**src/rtl/mem_sys_pkg.sv**
```systemverilog
// Shared definitions for the mem_sys control slice.
// Contents: command opcodes, sequencer state encoding, default address and
// length widths, the bank count, and a small state-classification helper.
package mem_sys_pkg;

   localparam int XA_W_DEF   = 10;
   localparam int WA_W_DEF   = 20;
   localparam int LEN_W_DEF  = 21;
   localparam int NUM_BANKS  = 4;
   localparam int BANK_SEL_W = $clog2(NUM_BANKS);

   typedef enum logic [1:0] {
      OP_LOAD_X = 2'b00,
      OP_LOAD_W = 2'b01,
      OP_READ   = 2'b10,
      OP_RSVD   = 2'b11
   } cmd_op_e;

   typedef enum logic [2:0] {
      ST_IDLE   = 3'd0,
      ST_LOAD_X = 3'd1,
      ST_LOAD_W = 3'd2,
      ST_READ   = 3'd3,
      ST_FLUSH  = 3'd4,
      ST_DONE   = 3'd5
   } state_e;

   // True in the two states that accept beats from the host load stream.
   function automatic logic is_load_state(input state_e s);
      return (s == ST_LOAD_X) || (s == ST_LOAD_W);
   endfunction

endpackage

```
**src/rtl/mem_addr_cnt.sv**
```systemverilog
// Loadable, wrapping, enable-driven address counter.
// Ports:
//   clk, rst  : clock and synchronous active-high reset (clears to 0)
//   load      : load load_val (takes priority over en)
//   load_val  : start address
//   en        : increment by one, wrapping modulo 2^AW
//   addr      : registered current address
module mem_addr_cnt #(
   parameter int AW = 10
) (
   input  logic          clk,
   input  logic          rst,
   input  logic          load,
   input  logic [AW-1:0] load_val,
   input  logic          en,
   output logic [AW-1:0] addr
);

   localparam logic [AW-1:0] ADDR_ONE = {{(AW-1){1'b0}}, 1'b1};

   logic [AW-1:0] addr_r;

   // Address register: load wins over increment; natural overflow gives the wrap.
   always_ff @(posedge clk) begin
      if (rst) begin
         addr_r <= {AW{1'b0}};
      end else if (load) begin
         addr_r <= load_val;
      end else if (en) begin
         addr_r <= addr_r + ADDR_ONE;
      end else begin
         addr_r <= addr_r;
      end
   end

   assign addr = addr_r;

endmodule

```
**src/rtl/mem_sys_ctrl.sv**
```systemverilog
// Command sequencer owning all control ports of the bit-serial mem_sys store.
// LOAD_X / LOAD_W stream host bits into one bank (one beat per two cycles, each
// write pulse one cycle wide with address and data held stable); READ replays
// paired X/W bits to the MAC datapath under valid/ready. Every output,
// including all mem_sys controls, comes straight from a register.
// Ports:
//   command : cmd_valid/cmd_ready, cmd_op, cmd_bank_x/w, cmd_addr_x/w, cmd_len
//   load    : din_valid, din, din_ready
//   read    : dout_valid, dout_x, dout_w, dout_ready
//   status  : busy (not IDLE), done (one-cycle completion pulse)
//   mem_sys : mem_we_x/w, mem_data_in, mem_address_x/w, mem_sel_x/w,
//             mem_data_out_x/w (combinational read data back)
module mem_sys_ctrl
   import mem_sys_pkg::*;
#(
   parameter int XA_W  = XA_W_DEF,
   parameter int WA_W  = WA_W_DEF,
   parameter int LEN_W = LEN_W_DEF
) (
   input  logic                  clk,
   input  logic                  rst,
   input  logic                  cmd_valid,
   output logic                  cmd_ready,
   input  logic [1:0]            cmd_op,
   input  logic [BANK_SEL_W-1:0] cmd_bank_x,
   input  logic [BANK_SEL_W-1:0] cmd_bank_w,
   input  logic [XA_W-1:0]       cmd_addr_x,
   input  logic [WA_W-1:0]       cmd_addr_w,
   input  logic [LEN_W-1:0]      cmd_len,
   input  logic                  din_valid,
   input  logic                  din,
   output logic                  din_ready,
   output logic                  dout_valid,
   output logic                  dout_x,
   output logic                  dout_w,
   input  logic                  dout_ready,
   output logic                  busy,
   output logic                  done,
   output logic                  mem_we_x,
   output logic                  mem_we_w,
   output logic                  mem_data_in,
   output logic [XA_W-1:0]       mem_address_x,
   output logic [WA_W-1:0]       mem_address_w,
   output logic [BANK_SEL_W-1:0] mem_sel_x,
   output logic [BANK_SEL_W-1:0] mem_sel_w,
   input  logic                  mem_data_out_x,
   input  logic                  mem_data_out_w
);

   localparam logic [LEN_W-1:0] CNT_ZERO = {LEN_W{1'b0}};
   localparam logic [LEN_W-1:0] CNT_ONE  = {{(LEN_W-1){1'b0}}, 1'b1};

   state_e                state_r, state_nx_s;
   logic [LEN_W-1:0]      cnt_r, cnt_nx_s;
   logic [BANK_SEL_W-1:0] sel_x_r, sel_x_nx_s, sel_w_r, sel_w_nx_s;
   logic                  we_x_r, we_x_nx_s, we_w_r, we_w_nx_s;
   logic                  data_in_r, data_in_nx_s;
   logic                  din_ready_r, din_ready_nx_s;
   logic                  dout_valid_r, dout_valid_nx_s;
   logic                  dout_x_r, dout_x_nx_s, dout_w_r, dout_w_nx_s;
   logic                  busy_r, done_r, cmd_ready_r;
   logic                  accept_s, inc_x_s, inc_w_s;

   // Next-state and next-output computation for the whole sequencer.
   always_comb begin
      state_nx_s      = state_r;
      cnt_nx_s        = cnt_r;
      sel_x_nx_s      = sel_x_r;
      sel_w_nx_s      = sel_w_r;
      we_x_nx_s       = 1'b0;
      we_w_nx_s       = 1'b0;
      data_in_nx_s    = data_in_r;
      dout_valid_nx_s = dout_valid_r;
      dout_x_nx_s     = dout_x_r;
      dout_w_nx_s     = dout_w_r;
      accept_s        = 1'b0;
      inc_x_s         = 1'b0;
      inc_w_s         = 1'b0;

      case (state_r)
         ST_IDLE: begin
            if (cmd_valid && cmd_ready_r) begin
               accept_s   = 1'b1;
               sel_x_nx_s = cmd_bank_x;
               sel_w_nx_s = cmd_bank_w;
               cnt_nx_s   = cmd_len;
               if (cmd_len == CNT_ZERO) begin
                  state_nx_s = ST_DONE;
               end else begin
                  case (cmd_op_e'(cmd_op))
                     OP_LOAD_X: state_nx_s = ST_LOAD_X;
                     OP_LOAD_W: state_nx_s = ST_LOAD_W;
                     OP_READ:   state_nx_s = ST_READ;
                     default:   state_nx_s = ST_DONE;
                  endcase
               end
            end else begin
               state_nx_s = ST_IDLE;
            end
         end

         // Address advances on the cycle after each write pulse.
         ST_LOAD_X: begin
            inc_x_s = we_x_r;
            if (din_valid && din_ready_r) begin
               data_in_nx_s = din;
               we_x_nx_s    = 1'b1;
               cnt_nx_s     = cnt_r - CNT_ONE;
               if (cnt_r == CNT_ONE) begin
                  state_nx_s = ST_FLUSH;
               end else begin
                  state_nx_s = ST_LOAD_X;
               end
            end else begin
               state_nx_s = ST_LOAD_X;
            end
         end

         ST_LOAD_W: begin
            inc_w_s = we_w_r;
            if (din_valid && din_ready_r) begin
               data_in_nx_s = din;
               we_w_nx_s    = 1'b1;
               cnt_nx_s     = cnt_r - CNT_ONE;
               if (cnt_r == CNT_ONE) begin
                  state_nx_s = ST_FLUSH;
               end else begin
                  state_nx_s = ST_LOAD_W;
               end
            end else begin
               state_nx_s = ST_LOAD_W;
            end
         end

         // Final write pulse is live during this cycle; step its address afterwards.
         ST_FLUSH: begin
            inc_x_s    = we_x_r;
            inc_w_s    = we_w_r;
            state_nx_s = ST_DONE;
         end

         ST_READ: begin
            if ((cnt_r != CNT_ZERO) && (!dout_valid_r || dout_ready)) begin
               dout_x_nx_s     = mem_data_out_x;
               dout_w_nx_s     = mem_data_out_w;
               dout_valid_nx_s = 1'b1;
               inc_x_s         = 1'b1;
               inc_w_s         = 1'b1;
               cnt_nx_s        = cnt_r - CNT_ONE;
               state_nx_s      = ST_READ;
            end else if (dout_ready || !dout_valid_r) begin
               // No advance here implies cnt is exhausted: last beat consumed.
               dout_valid_nx_s = 1'b0;
               if (cnt_r == CNT_ZERO) begin
                  state_nx_s = ST_DONE;
               end else begin
                  state_nx_s = ST_READ;
               end
            end else begin
               state_nx_s = ST_READ;
            end
         end

         ST_DONE: begin
            state_nx_s = ST_IDLE;
         end

         default: begin
            state_nx_s = ST_IDLE;
         end
      endcase

      // Ready drops during a write pulse, giving one beat per two cycles.
      din_ready_nx_s = is_load_state(state_nx_s) && (cnt_nx_s != CNT_ZERO) &&
                       !(we_x_nx_s || we_w_nx_s);
   end

   // State and output registers; reset drops any write pulse immediately.
   always_ff @(posedge clk) begin
      if (rst) begin
         state_r      <= ST_IDLE;
         cnt_r        <= CNT_ZERO;
         sel_x_r      <= {BANK_SEL_W{1'b0}};
         sel_w_r      <= {BANK_SEL_W{1'b0}};
         we_x_r       <= 1'b0;
         we_w_r       <= 1'b0;
         data_in_r    <= 1'b0;
         din_ready_r  <= 1'b0;
         dout_valid_r <= 1'b0;
         dout_x_r     <= 1'b0;
         dout_w_r     <= 1'b0;
         busy_r       <= 1'b0;
         done_r       <= 1'b0;
         cmd_ready_r  <= 1'b1;
      end else begin
         state_r      <= state_nx_s;
         cnt_r        <= cnt_nx_s;
         sel_x_r      <= sel_x_nx_s;
         sel_w_r      <= sel_w_nx_s;
         we_x_r       <= we_x_nx_s;
         we_w_r       <= we_w_nx_s;
         data_in_r    <= data_in_nx_s;
         din_ready_r  <= din_ready_nx_s;
         dout_valid_r <= dout_valid_nx_s;
         dout_x_r     <= dout_x_nx_s;
         dout_w_r     <= dout_w_nx_s;
         busy_r       <= (state_nx_s != ST_IDLE);
         done_r       <= (state_nx_s == ST_DONE);
         cmd_ready_r  <= (state_nx_s == ST_IDLE);
      end
   end

   mem_addr_cnt #(.AW(XA_W)) u_addr_x (
      .clk      (clk),
      .rst      (rst),
      .load     (accept_s),
      .load_val (cmd_addr_x),
      .en       (inc_x_s),
      .addr     (mem_address_x)
   );

   mem_addr_cnt #(.AW(WA_W)) u_addr_w (
      .clk      (clk),
      .rst      (rst),
      .load     (accept_s),
      .load_val (cmd_addr_w),
      .en       (inc_w_s),
      .addr     (mem_address_w)
   );

   assign cmd_ready   = cmd_ready_r;
   assign din_ready   = din_ready_r;
   assign dout_valid  = dout_valid_r;
   assign dout_x      = dout_x_r;
   assign dout_w      = dout_w_r;
   assign busy        = busy_r;
   assign done        = done_r;
   assign mem_we_x    = we_x_r;
   assign mem_we_w    = we_w_r;
   assign mem_data_in = data_in_r;
   assign mem_sel_x   = sel_x_r;
   assign mem_sel_w   = sel_w_r;

endmodule

```
**config.mk**
```make
export PLATFORM = sky130hd
export DESIGN_NAME = mem_sys_ctrl
export DESIGN_NICKNAME = d
export VERILOG_FILES = /design/src/rtl/mem_sys_pkg.sv /design/src/rtl/mem_addr_cnt.sv /design/src/rtl/mem_sys_ctrl.sv
export SDC_FILE = /design/constraint.sdc
export NUM_CORES = 1
export LEC_CHECK = 0
export ABC_AREA = 1
export ABC_CLOCK_PERIOD_IN_PS = 4850
export CELL_PAD_IN_SITES_DETAIL_PLACEMENT = 0
export CELL_PAD_IN_SITES_GLOBAL_PLACEMENT = 1
export CORE_MARGIN = 5
export CORE_UTILIZATION = 39
export CTS_BUF_LIST = sky130_fd_sc_hd__clkbuf_2
export CTS_CLUSTER_DIAMETER = 120
export DETAILED_ROUTE_END_ITERATION = 12
export GPL_TIMING_DRIVEN = 0
export PLACE_DENSITY = 0.95
export SETUP_SLACK_MARGIN = 0.3
export SLEW_MARGIN = 0
export SYNTH_ARGS = -nofsm -noshare
export SYNTH_HDL_FRONTEND = slang
export SYNTH_HIERARCHICAL = 1
export SYNTH_SLANG_ARGS = --single-unit
export TNS_END_PERCENT = 50
```
**constraint.sdc**
```tcl
create_clock -name clk -period 4.85 [get_ports clk]
set_clock_uncertainty 0.2 [all_clocks]
set_input_delay 0.7275 -clock clk [delete_from_list [all_inputs] [get_ports clk]]
set_output_delay 0.7275 -clock clk [all_outputs]
set_load 0.01 [all_outputs]
```
==> summary.txt, run 1 <==
Route
  – TritonRoute pass-1 iters: 6
  – Avg Vias per Cell: between 5 and 6
  – Initial drt markers: roughly 430
  – Residual DRC: 0
  – Final WL: 16,700 um
  – Routed Antenna Nets: 0
  – Average wire per standard cell: 14.6 um
  – Routed vias: just under 6,000

Global route
  – Antenna violations before repair: 1
  – GRT overflow: 0
  – Global-route wire length before repair: 26,400 um
  – Vias in the first global route: roughly 5,200
  – Aggregate global-route resource usage: 21.9%
  – Largest net degree at the start of global routing: 13

Worst setup path
  – CP peak stage delay: 0.40 ns
  – Worst Path Required: 5.14 ns
  – Worst setup EP type: flop
  – Worst Path Buf+Inv: 4
  – CP delay by family, top: simple AND/OR/NAND/NOR gates
  – Crit. Startpoint: cnt_r[0]$_SDFF_PP0_
  – Setup CP Type: flop to flop
  – CP cell instances: inv_1, clkbuf_1, ha_1, nand2_4, nor2_8, nand3_4, nand2_4, buf_8, nand2_1, nor2_2, buf_2, nand2_1, a31oi_1
  – Critical Path Fanout Max: 10
  – Reg2reg start: cnt_r[0]$_SDFF_PP0_
  – Arr. time, crit path: 3.68 ns
  – Critical-path top delay cell: dfxtp_1
  – Setup crit start kind: flop

Clock tree
  – Clk pin slew, worst setup/hold paths: 0.21 ns
  – TritonCTS buffer count: 9
  – Clock Sink Count: 68
  – CTS tree: yes
  – Post-CTS sizing: 0
  – H-tree Lvls: 3
  – Post-CTS Setup Bufs: 0
  – CTS Buffer Depth: 2
  – Hold_buf cts: 0
  – Root buf cell: clkbuf_2
  – Clk Latency, worst-skew pair: 0.55 ns

Min path
  – Hold wc startpoint: dout_valid$_SDFFE_PP0P_
  – Hold Path Class: flop to flop

Synthesis
  – Post-synthesis sequential area ratio: 27.0%
  – Post-synthesis instance area: 5050 um2
  – Dominant cells by area after synthesis: dfxtp_1 27%, nand2_1 20%, nor2_1 9.4%
  – Cell taking the most area after synthesis: dfxtp_1
  – Synth Area per Inst: 5.93 um2
  – Yosys cell types: 40
  – Post-Syn Instances: 852
  – Synth warn: 6
  – Net Count, Synth: roughly 900
  – Seq cells post-synth: 68
  – Post-synth top area share: 27.0%

STA
  – Time the worst path needs with I/O delays and setup: 3.39 ns
  – Fmax: 295 MHz
  – Worst slew pin tran: between 0.6 and 0.7 ns
  – Fin Setup TNS: 0 ns
  – Unrepaired setup endpoints after global routing: false
  – Rel. slew slack: approximately three fifths
  – Fin crit share: between 60% and 70%
  – Setup ws final: 1.46 ns
  – Setup-failing EPs final: 0
  – Final Hold Vio Count: 0
  – Slew Limit Fails: 0

Placed design
  – Dpl hpwl: ~13,000 um
  – RePlAce Congestion: 0.966
  – I/O Buffers: 107
  – Placed Area: 6330 um2
  – Worst slack at placement: approximately 1.4 ns

Power
  – Lkg Pwr: around 0.0029 uW
  – Power density cells: 469 nW/um2
  – Seq pwr share: around 28%
  – Int Pwr: ~1400 uW
  – Sw Share: 52.2%
  – Clock network power share: 10.0%
  – Psw: 1580 uW
  – Share of power burned in combinational logic: 62.0%
  – VDD IR max: between 0.15 and 0.2 mV

Cells and area
  – FILL cells: 1,365
  – Most frequent cells in the layout: 269 x nand2_1, 126 x nor2_1, 107 x clkdlybuf4s50_1
  – Layout area overhead: 27.3%
  – Ratio of cells with drive above 1 in the final layout: 6.77%
  – Register area: roughly 1400 um2
  – Area of the multi-input gates: 3190 um2
  – Nets: roughly 1,000
  – Non-Filler Cell Area, Final: 6430 um2
  – Commonest non-fill, non-tap cell in the layout: nand2_1
  – Util after Layout: 50.7%

Outcome
  – Outcome: complete, no violations

Die
  – Core box area: between 10,000 and 15,000 um2
  – Initial Util: 39.8%
  – Chip Width: 124 um
  – Rows: 41
  – Die area: 15,300 um2
  – Ports: 109
  – Die Y: 124 um

Job
  – Max Cap Viol: 0
==> worst min-delay path, delay by kind of cell (launching register included) <==
family,cells,cell delay (ns)
DFF,1,0.36
buffers and inverters,1,0.06
AOI/OAI and AO/OA,1,0.06
==> power by group through the flow <==
stage / Combinational [uW] / Sequential [uW] / Clock (uW)
4_1_cts: 1850 / 841 / 310
3_3_place_gp: 1840 / 854 / 0
6_report: 1870 / 844 / 302
2_1_floorplan: 1270 / 854 / 0
5_1_grt: 2100 / 866 / 334
3_5_place_dp: 1840 / 854 / 0
==> sequential cells by signal, indices dropped and copies added (netlist names) <==
name / count
dout_w: 1
dout_valid: 1
mem_sel_x: 2
done: 1
busy: 1
u_addr_w/addr: 20
dout_x: 1
mem_sel_w: 2
mem_data_in: 1
din_ready: 1
cmd_ready: 1
mem_we_w: 1
state_r: 3
u_addr_x/addr: 10
mem_we_x: 1
cnt_r: 21
==> Yosys cell counts <==
cell type / count
o21bai_1: 6
o21ai_0: 35
nor3_1: 5
buf_2: 7
nor2_1: 126
clkbuf_1: 12
or2_2: 1
nor3_2: 1
nand3_1: 68
nand3_4: 1
o21ai_1: 14
o31ai_1: 5
xnor2_1: 4
buf_6: 4
o22ai_1: 1
a211oi_1: 1
ha_1: 6
nand2_1: 269
a31oi_1: 10
dlygate4sd1_1: 1
nor2_4: 7
a22oi_1: 18
nand2_2: 8
inv_4: 1
xor2_1: 6
a21oi_2: 1
nor4_1: 2
inv_2: 6
nor2_2: 4
nor2_8: 2
nand2_4: 4
buf_8: 1
a21oi_1: 41
inv_1: 83
dfxtp_1: 68
clkbuf_2: 1
nand3_2: 2
clkinv_1: 2
nand4_1: 15
nand3b_1: 3
==> path summary, 6_finish.rpt <==
check        slack (ns)                       endpoint  depth (start not counted)
max                1.46  u_addr_w/addr[5]$_SDFFE_PP0P_                         13
min                0.30        dout_valid$_SDFFE_PP0P_                          2
max reg2reg        1.46  u_addr_w/addr[5]$_SDFFE_PP0P_                         13
min reg2reg        0.30        dout_valid$_SDFFE_PP0P_                          2
==> through the flow <==
step | instances | hold slack (ns) | total power (uW)
6_report | 1148 | 0.301 | 3020
3_5_place_dp | 1131 | 0.269 | 2690
2_1_floorplan | 852 | 0.299 | 2120
5_1_grt | 1148 | 0.312 | 3300
3_3_place_gp | 1131 | 0.263 | 2690
4_1_cts | 1147 | 0.295 | 3000
==> area by class of cell <==
type,instances,area share [%]
clock buffers,10,0.779
diodes,1,0.0389
clock inverters,6,0.623
inverters,92,5.41
flip-flops and latches,68,21.2
plain buffers,26,2.39
well taps,172,3.35
repair buffers,107,16.7
multi-input cells,666,49.6
==> per-layer routing <==
| metal | global-route usage [%] | share of wire, % | up-vias |
|---|---|---|---|
| met1 | 29.3 | 46 | 2676 |
| li1 | - | - | 2998 |
| met5 | 0 | 0 | - |
| met3 | 2.95 | 5.8 | 14 |
| met2 | 36.4 | 47 | 168 |
| met4 | 6.99 | 1.3 | 0 |
==> cell families (layout without fill, tap and decap cells) <==
logic type      count (synthesis)  in the layout  synth area share (%)
compound gates                132            132                  14.9
xor+xnor                       10             10                  1.73
other cells                     0              1                     0
simple gates                  518            518                  45.0
flops                          68             68                  27.0
buf+inv                       118            241                  9.94
fa+ha+maj                       6              6                  1.49
No activity file was read; power rests on OpenSTA's default activity.
==> run 2, diff against run 1 <==
--- a/config.mk
+++ b/config.mk
@@ -6,16 +6,16 @@
 export NUM_CORES = 1
 export LEC_CHECK = 0
 export ABC_AREA = 1
-export ABC_CLOCK_PERIOD_IN_PS = 4850
+export ABC_CLOCK_PERIOD_IN_PS = 3500
 export CELL_PAD_IN_SITES_DETAIL_PLACEMENT = 0
 export CELL_PAD_IN_SITES_GLOBAL_PLACEMENT = 1
 export CORE_MARGIN = 5
-export CORE_UTILIZATION = 39
+export CORE_UTILIZATION = 36
 export CTS_BUF_LIST = sky130_fd_sc_hd__clkbuf_2
 export CTS_CLUSTER_DIAMETER = 120
 export DETAILED_ROUTE_END_ITERATION = 12
 export GPL_TIMING_DRIVEN = 0
-export PLACE_DENSITY = 0.95
+export PLACE_DENSITY = 0.91
 export SETUP_SLACK_MARGIN = 0.3
 export SLEW_MARGIN = 0
 export SYNTH_ARGS = -nofsm -noshare
==> constraint.sdc (replaced) <==
create_clock -name clk -period 3.5 [get_ports clk]
set_clock_uncertainty 0.2 [all_clocks]
set_input_delay 0.525 -clock clk [delete_from_list [all_inputs] [get_ports clk]]
set_output_delay 0.525 -clock clk [all_outputs]
set_load 0.01 [all_outputs]
==> summary.txt, run 2 (same netlist as run 1, synthesis figures left out) <==
Outcome
  – Outcome: complete, no violations

Cells and area
  – Ratio of cells with drive above 1 in the final layout: 7.16% (+0.40 points)
  – Nets: 1,044 (+0.29%)
  – Max reg flops: 21 (unchanged)
  – Reg with most FFs: cnt_r
  – Layout area overhead: 28.9%
  – Most frequent cells in the layout: 269 x nand2_1, 126 x nor2_1, 107 x clkdlybuf4s50_1
  – Util after Layout: 47.1% (-3.7 points)
  – Commonest non-fill, non-tap cell in the layout: nand2_1

Worst setup path
  – Reg2reg setup slack: 0.46 ns (-0.99 ns)
  – Worst Path Buf+Inv: 3 (-1)
  – Arr. time, crit path: 3.31 ns (-0.37 ns)
  – CP delay by family, top: simple AND/OR/NAND/NOR gates
  – Worst setup EP type: flop
  – CP peak stage delay: 0.41 ns (about the same)
  – Worst Path Required: 3.78 ns (-1.36 ns)
  – Setup crit start kind: flop
  – CP cell instances: inv_1, buf_2, ha_2, nand2_4, nor2_8, nand3_4, nand2_4, buf_8, o21ai_1, nand2_1, nand2_1, nand2_1, nand2_1, nor2_1, nand2_1, nor2_1, a21oi_1
  – Critical Path Fanout Max: 10 (unchanged)
  – CP dominant cell by count: nand2_1
  – Setup CP Type: flop to flop
  – Critical-path top delay cell: dfxtp_1

Global route
  – Largest net degree at the start of global routing: 12 (-1)
  – Global-route wire length before repair: 27,000 um (+2.5%)
  – GRT overflow: 0 (unchanged)
  – Aggregate global-route resource usage: 20.5% (-1.4 points)
  – Vias in the first global route: 5,191 (-0.94%)
  – Antenna violations before repair: 1 (unchanged)

STA
  – Rel. slew slack: 57.3% (-1.9 points)
  – Final Hold Vio Count: 0 (unchanged)
  – Setup-failing EPs final: 0 (unchanged)
  – Fin crit share: 86.8% (+17 points)
  – Unrepaired setup endpoints after global routing: false
  – Worst slew pin tran: 0.641 ns (+0.0278 ns)
  – Time the worst path needs with I/O delays and setup: 3.04 ns (-0.357 ns)
  – Fin Setup TNS: 0 ns (unchanged)
  – Slew Limit Fails: 0 (unchanged)
  – Fmax: 329 MHz (+12%)

Clock tree
  – Root buf cell: clkbuf_2
  – H-tree Lvls: 3 (unchanged)
  – Clk pin slew, worst setup/hold paths: 0.21 ns (about the same)
  – CTS tree: yes
  – CTS Buffer Depth: 2 (unchanged)
  – Clk Latency, worst-skew pair: 0.57 ns (+0.02 ns)
  – Clock Sink Count: 68 (unchanged)
  – TritonCTS buffer count: 9 (unchanged)

Power
  – Seq pwr share: 27.0% (-1.0 points)
  – Sw Share: 50.4% (-1.8 points)
  – Power Total: 4350 uW (+44%)
  – Int Pwr: 2160 uW (+50%)
  – Power density cells: 668 nW/um2 (+42%)
  – Psw: 2190 uW (+39%)
  – Clock network power share: 12.7% (+2.7 points)
  – VDD IR max: 0.278 mV (+52%)
  – Share of power burned in combinational logic: 60.3% (-1.7 points)
  – Lkg Pwr: 0.00293 uW (+1.5%)

Die
  – Chip Width: 128 um (+3.8%)
  – Die Y: 128 um (+3.8%)
  – Initial Util: 36.5% (-3.3 points)
  – Die area: 16,500 um2 (+7.6%)
  – Core box area: 13,800 um2 (+9.1%)
  – Ports: 109 (unchanged)
  – Rows: 43 (+4.9%)

Job
  – Max Cap Viol: 0 (unchanged)

Min path
  – Hold Path Class: input port to flop

Placed design
  – I/O Buffers: 107 (unchanged)
  – RePlAce Congestion: 0.930 (-3.8%)
  – Dpl hpwl: 13,100 um (+3.2%)

Route
  – Residual DRC: 0 (unchanged)
  – Routed vias: 5,821 (-0.60%)
  – Routed Antenna Nets: 0 (unchanged)
  – Avg Vias per Cell: 5.03 (-1.5%)
  – Initial drt markers: 470 (+8.3%)
  – Average wire per standard cell: 14.8 um (+1.3%)
  – Final WL: 17,100 um (+2.1%)
  – TritonRoute pass-1 iters: 5 (-1)
-- run 2: cell count changes in the layout (fill, tap and decap cells not counted), sizes merged --
cell	before	now
inv	91	90
buf	12	16
clkbuf	23	22
clkinv	4	5
clkinvlp	3	0
bufinv	0	2
-- run 2: final cells by class --
| cell class | count | area [um2] |
|---|---|---|
| Fill cell | 1489 | 7320 |
| Clock buffer | 10 | 50.0 |
| Antenna cell | 1 | 2.50 |
| Inverter | 92 | 348 |
| Timing Repair Buffer | 110 | 1090 |
| Buffer | 26 | 155 |
| Multi-Input combinational cell | 666 | 3190 |
| Clock inverter | 5 | 77.6 |
| Sequential cell | 68 | 1360 |
| Tap cell | 180 | 225 |
-- run 2: path summary, 6_finish.rpt --
check                            from                    to  depth (start not counted)
hold / removal                    rst   cnt_r[4]$_SDFF_PP0_                          2
setup reg to reg  cnt_r[0]$_SDFF_PP0_  din_ready$_SDFF_PP0_                         17
hold reg to reg   dout_x$_SDFFE_PP0P_   dout_x$_SDFFE_PP0P_                          2
setup / recovery  cnt_r[0]$_SDFF_PP0_  din_ready$_SDFF_PP0_                         17
-- run 2: timing repair --
item / in CTS / in global routing
pin swaps: 0 / 1
resized for setup: 2 / 2
hold buffers: 0 / 0
setup buffers: 0 / 3
hold endpoints to repair: 0 / 0
endpoints found under the setup margin: 10 / 16
-- run 2: through the flow --
stage / std cells / area [um2] / hold slack, ns / worst slack [ns]
2_1_floorplan: 852 / 5050 / 0.299 / 0.940
3_3_place_gp: 1139 / 6340 / 0.264 / 0.170
3_5_place_dp: 1139 / 6340 / 0.272 / 0.137
4_1_cts: 1154 / 6480 / 0.0949 / 0.421
5_1_grt: 1158 / 6510 / 0.118 / 0.301
6_report: 1158 / 6510 / 0.129 / 0.463
-- run 2: routing by layer --
metal	track usage [%]	vias to the layer above	share of wire, %
li1	-	3006	-
met1	29.2	2585	46
met2	31.9	209	45
met3	2.86	21	6.9
met4	7.05	0	1.6
met5	0	-	0
-- run 2: power by group through the flow --
stage / registers (uW) / logic [uW] / clock network [uW]
floorplan: 1180 / 1750 / 0
global placement: 1190 / 2560 / 0
detailed placement: 1190 / 2560 / 0
CTS: 1170 / 2570 / 565
global route: 1210 / 2950 / 599
finish: 1170 / 2620 / 551
==> run 3, diff against run 2 <==
--- a/config.mk
+++ b/config.mk
@@ -17,7 +17,7 @@
 export GPL_TIMING_DRIVEN = 0
 export PLACE_DENSITY = 0.91
 export SETUP_SLACK_MARGIN = 0.3
-export SLEW_MARGIN = 0
+export SLEW_MARGIN = 30
 export SYNTH_ARGS = -nofsm -noshare
 export SYNTH_HDL_FRONTEND = slang
 export SYNTH_HIERARCHICAL = 1
==> results of run 3 <==
No change in the layout: final DEF, timing and power equal those of run 2.
